==> config.mk <==
export PLATFORM = sky130hd
export DESIGN_NAME = registro_desplazable_conductual
export DESIGN_NICKNAME = d
export VERILOG_FILES = /design/src/rtl/registro_desplazable_conductual_pkg.sv /design/src/rtl/registro_desplazable_conductual_contador.sv /design/src/rtl/registro_desplazable_conductual.sv
export SDC_FILE = /design/constraint.sdc
export NUM_CORES = 1
export LEC_CHECK = 0
export CORE_MARGIN = 2
export CORE_UTILIZATION = 44
export CTS_CLUSTER_SIZE = 10
export DETAILED_ROUTE_END_ITERATION = 12
export GPL_TIMING_DRIVEN = 0
export PLACE_DENSITY = 0.82
export RECOVER_POWER = 50
export SKIP_CTS_REPAIR_TIMING = 1
export SLEW_MARGIN = 25
export SYNTH_ARGS = -nofsm -noshare
export SYNTH_HDL_FRONTEND = slang
export SYNTH_HIERARCHICAL = 1
export SYNTH_SLANG_ARGS = --single-unit
==> constraint.sdc <==
create_clock -name CLK -period 2.05 [get_ports CLK]
set_input_delay 0.41 -clock CLK [delete_from_list [all_inputs] [get_ports CLK]]
set_output_delay 0.41 -clock CLK [all_outputs]
set_load 0.01 [all_outputs]
==> src/rtl/registro_desplazable_conductual_pkg.sv <==
// Shared mode/fill encodings and default sizing for the shift-register family
// (behavioural and structural registers, stimulus generator, bench).
package registro_desplazable_conductual_pkg;

    localparam int unsigned WIDTH_DEF = 32;
    localparam int unsigned CW_DEF    = 5;

    typedef enum logic [1:0] {
        MODE_HOLD = 2'b00,
        MODE_SHR  = 2'b01,
        MODE_SHL  = 2'b10,
        MODE_LOAD = 2'b11
    } mode_e;

    localparam logic FILL_LOGIC = 1'b0;
    localparam logic FILL_ROT   = 1'b1;

endpackage

==> src/rtl/registro_desplazable_conductual_contador.sv <==
// contador_desplazamientos: modulo-WIDTH shift counter with increment,
// synchronous clear (clear wins) and asynchronous active-high reset.
module contador_desplazamientos #(
    parameter int unsigned WIDTH = 32,
    parameter int unsigned CW    = 5
) (
    input  logic          clk,
    input  logic          rst,
    input  logic          inc,
    input  logic          clr,
    output logic [CW-1:0] cnt
);

    logic [CW-1:0] cnt_q;
    logic [CW-1:0] cnt_d;

    always_comb begin
        cnt_d = cnt_q;
        if (clr) begin
            cnt_d = '0;
        end else if (inc) begin
            cnt_d = (cnt_q == CW'(WIDTH - 1)) ? '0 : cnt_q + CW'(1);
        end
    end

    always_ff @(posedge clk or posedge rst) begin
        if (rst) begin
            cnt_q <= '0;
        end else begin
            cnt_q <= cnt_d;
        end
    end

    assign cnt = cnt_q;

endmodule

==> src/rtl/registro_desplazable_conductual.sv <==
// Behavioural universal shift register: hold / shift right / shift left / load,
// logical or rotate fill, registered serial-out and a shift counter.
module registro_desplazable_conductual
    import registro_desplazable_conductual_pkg::*;
#(
    parameter int unsigned WIDTH = WIDTH_DEF,
    parameter int unsigned CW    = CW_DEF
) (
    input  logic             CLK,
    input  logic             RESET,
    input  logic             ENB,
    input  logic [1:0]       S,
    input  logic             MODO,
    input  logic [WIDTH-1:0] D,
    input  logic             S_IN,
    output logic [WIDTH-1:0] Q,
    output logic             S_OUT,
    output logic [CW-1:0]    CNT
);

    logic [WIDTH-1:0] q_q;
    logic [WIDTH-1:0] q_d;
    logic             s_out_q;
    logic             s_out_d;
    logic             shift_inc;
    logic             load_clr;
    logic             fill;

    // Next-state selection; undefined S falls into the default (hold) branch.
    always_comb begin
        q_d       = q_q;
        s_out_d   = s_out_q;
        shift_inc = 1'b0;
        load_clr  = 1'b0;
        fill      = S_IN;
        if (ENB) begin
            case (mode_e'(S))
                MODE_SHR: begin
                    fill      = (MODO == FILL_ROT) ? q_q[0] : S_IN;
                    q_d       = {fill, q_q[WIDTH-1:1]};
                    s_out_d   = q_q[0];
                    shift_inc = 1'b1;
                end
                MODE_SHL: begin
                    fill      = (MODO == FILL_ROT) ? q_q[WIDTH-1] : S_IN;
                    q_d       = {q_q[WIDTH-2:0], fill};
                    s_out_d   = q_q[WIDTH-1];
                    shift_inc = 1'b1;
                end
                MODE_LOAD: begin
                    q_d      = D;
                    s_out_d  = 1'b0;
                    load_clr = 1'b1;
                end
                default: begin
                    q_d     = q_q;
                    s_out_d = s_out_q;
                end
            endcase
        end
    end

    always_ff @(posedge CLK or posedge RESET) begin
        if (RESET) begin
            q_q     <= '0;
            s_out_q <= 1'b0;
        end else begin
            q_q     <= q_d;
            s_out_q <= s_out_d;
        end
    end

    contador_desplazamientos #(
        .WIDTH (WIDTH),
        .CW    (CW)
    ) u_contador (
        .clk (CLK),
        .rst (RESET),
        .inc (shift_inc),
        .clr (load_clr),
        .cnt (CNT)
    );

    assign Q     = q_q;
    assign S_OUT = s_out_q;

endmodule

==> results.json <==
{
  "critPathLaunchType": "input port",
  "setup_viol": 0,
  "antenna_cells": 0,
  "placedCellCount": 351,
  "clkTransAtPathRegs_ns": 0.07,
  "arrival_ns": 2.15,
  "synth_area_um2": 2040,
  "final_hold_viol_count": 0,
  "crit_type": "in2reg",
  "fin_area_um2": 2940,
  "tightest_slew_ns": 1.28,
  "hp-class": "in2async",
  "drive_gt1_frac": 0.0817,
  "start_util": 0.462,
  "portBuffers": 76,
  "antenna_found_initial": 0,
  "finClkSkew_ns": 0.00270,
  "slowest_delay_ns": 0.52,
  "htreeDepth": 2,
  "outcome": "finished clean",
  "ant_nets": 0,
  "cp_cell_sequence": "clkdlybuf4s50_1 -> inv_1 -> ha_1 -> and2_1 -> buf_4 -> inv_2 -> or4_1 -> a21oi_1",
  "drtIter0Drc": 157,
  "die_h_um": 72.1,
  "grt_pass1_wl_um": 9230,
  "fin_util": 0.666,
  "rows": 24,
  "grt_max_degree": 34,
  "wl_per_cell_um": 15.5,
  "dpl_worst_slack_ns": -0.198,
  "root_buffer": "clkbuf_8",
  "slew_viol_final": 0,
  "worstPathRequired_ns": 2.26,
  "ys_top_cells_by_count": "dfrtp_1, nor2_1, a31oi_1, nand2_1, a22oi_1",
  "grt_pass1_vias": 1981,
  "gp_congestion": 0.809,
  "hpwlAfterDp_um": 3880,
  "maxSlewHeadroom": 0.144,
  "cts_sinks": 38,
  "wl_um": 5550,
  "cts_tree": "built",
  "die_area_um2": 5200,
  "synth.avg_cell_area_um2": 9.15,
  "synth_area_leader_cell": "dfrtp_1",
  "clock_path_buffers": 2,
  "synthArstFlopShare": 1.00,
  "peakVddDrop_mv": 0.530,
  "fin_nets": 350,
  "end_kind": "register",
  "cap_viol_max_count": 0,
  "num_io_pins": 77,
  "dr_total_vias": 2010,
  "powerDensity_nw_per_um2": 816,
  "tns_ns": 0,
  "synth-main-ff-cell": "dfrtp_1",
  "viasPerCell": 5.61,
  "yosys_warnings": 6,
  "crit_fanout": 6,
  "fill_cells": 393,
  "synth_area_leaders": "dfrtp_1, a22oi_1, a31oi_1",
  "cp_slowest_cell": "clkdlybuf4s50_1",
  "syn_inst": 223,
  "clk_latency_ns": 0.29,
  "fin_crit_ns": 1.94,
  "drc": 0,
  "die_w_um": 72.1,
  "layout.cells.non_filler": 358,
  "fin_crit_sh": 0.946,
  "rsz0062_at_grt": "false",
  "grt_usage": 0.226,
  "synth_edf_count": 0,
  "cts_made_buffers": 5,
  "drt_first_pass_iters": 4,
  "synth_nets": 267,
  "design.core.area_um2": 4410,
  "dpl_cell_area_um2": 2870,
  "grt-ovfl-total": 0,
  "synth.top_cell.area_share": 0.466,
  "ys_ff_latch": 38,
  "setup_slack_ns": 0.110,
  "max_freq_mhz": 516,
  "area_growth_pct": 44.2,
  "ys_types": 26,
  "synth.most_common_cell": "dfrtp_1",
  "p_leak_nw": 1.25,
  "ys_seq_area_frac": 0.466
}
-- power by group --
part | switching (mW) | total (mW) | internal (mW)
clock | 0.245 | 0.479 | 0.234
combinational | 0.363 | 0.838 | 0.475
sequential | 0.180 | 1.08 | 0.904
-- final timing paths --
kind / startpoint / endpoint / slack [ns] / cells past startpoint
max in group asynchronous: RESET / Q[0] / 0.34 / 2
setup / recovery: S[1] / u_contador/cnt[3] / 0.11 / 8
min in group CLK: S_OUT / S_OUT / 0.50 / 2
hold / removal: RESET / u_contador/cnt[0] / 0.49 / 2
hold reg to reg: S_OUT / S_OUT / 0.50 / 2
setup reg to reg: u_contador/cnt[0] / u_contador/cnt[3] / 0.22 / 5
-- area by class of cell --
type	count	area [µm²]	area share
well taps	52	65.1	0.0221
clock buffers	7	76.3	0.0260
plain buffers	19	138	0.0468
flip-flops and latches	38	951	0.323
inverters	5	18.8	0.00638
repair buffers	76	761	0.259
multi-input cells	161	931	0.317
-- through the flow --
stage	hold WS, ns	total power [mW]
floorplan	0.189	1.46
global placement	0.471	1.93
detailed placement	0.506	1.96
CTS	0.372	2.44
global route	0.502	2.55
finish	0.485	2.40
-- cell families (layout without fill, tap and decap cells) --
group / Yosys count / after routing / share of synthesized area
flip-flops: 38 / 38 / 0.466
AO/OA/AOI/OAI: 73 / 73 / 0.239
adder cells (fa/ha/maj): 5 / 5 / 0.0307
multiplexers: 2 / 2 / 0.00982
buffers and inverters: 24 / 107 / 0.0773
AND/OR/NAND/NOR: 80 / 80 / 0.173
XOR/XNOR: 1 / 1 / 0.00430
-- cell usage in the layout (no fill, tap or decap) --
| cell type | count |
|---|---|
| clkdlybuf4s50_1 | 58 |
| dfrtp_1 | 38 |
| nor2_1 | 36 |
| nand2_1 | 31 |
| a31oi_1 | 31 |
| a22oi_1 | 30 |
| dlygate4sd3_1 | 18 |
| buf_2 | 8 |
| buf_6 | 5 |
| buf_4 | 5 |
| a21oi_1 | 5 |
| o21ai_0 | 5 |
| ha_1 | 5 |
| clkbuf_8 | 5 |
| inv_1 | 4 |
| and2_1 | 4 |
| clkbuf_1 | 3 |
| a221oi_1 | 2 |
| mux2i_1 | 2 |
| and2b_1 | 1 |
| nor2_8 | 1 |
| nand2b_1 | 1 |
| nor3b_1 | 1 |
| nor2b_1 | 1 |
| inv_2 | 1 |
| nand3_1 | 1 |
| or4_1 | 1 |
| xnor2_1 | 1 |
| and3_1 | 1 |
| nor4bb_1 | 1 |
-- registers in the layout, summed over array words and instances (netlist names) --
name,flops
u_contador/cnt,5
Q,32
S_OUT,1
-- critical path: cells and delay by family --
family          cells  cell delay [ns]
fa+ha+maj           1             0.26
buf+inv             4             0.77
simple gates        2             0.58
compound gates      1             0.14
-- metal layers --
metal | track usage | part of all wire | wire length (µm) | vias to the layer above
li1 | - | - | - | 964
met1 | 0.293 | 0.44 | 2470 | 975
met2 | 0.374 | 0.49 | 2710 | 64
met3 | 0.0514 | 0.054 | 297 | 7
met4 | 0.0755 | 0.012 | 68 | 0
met5 | 0 | 0 | 0 | -
Note: power is estimated with default switching activity, not from simulation.
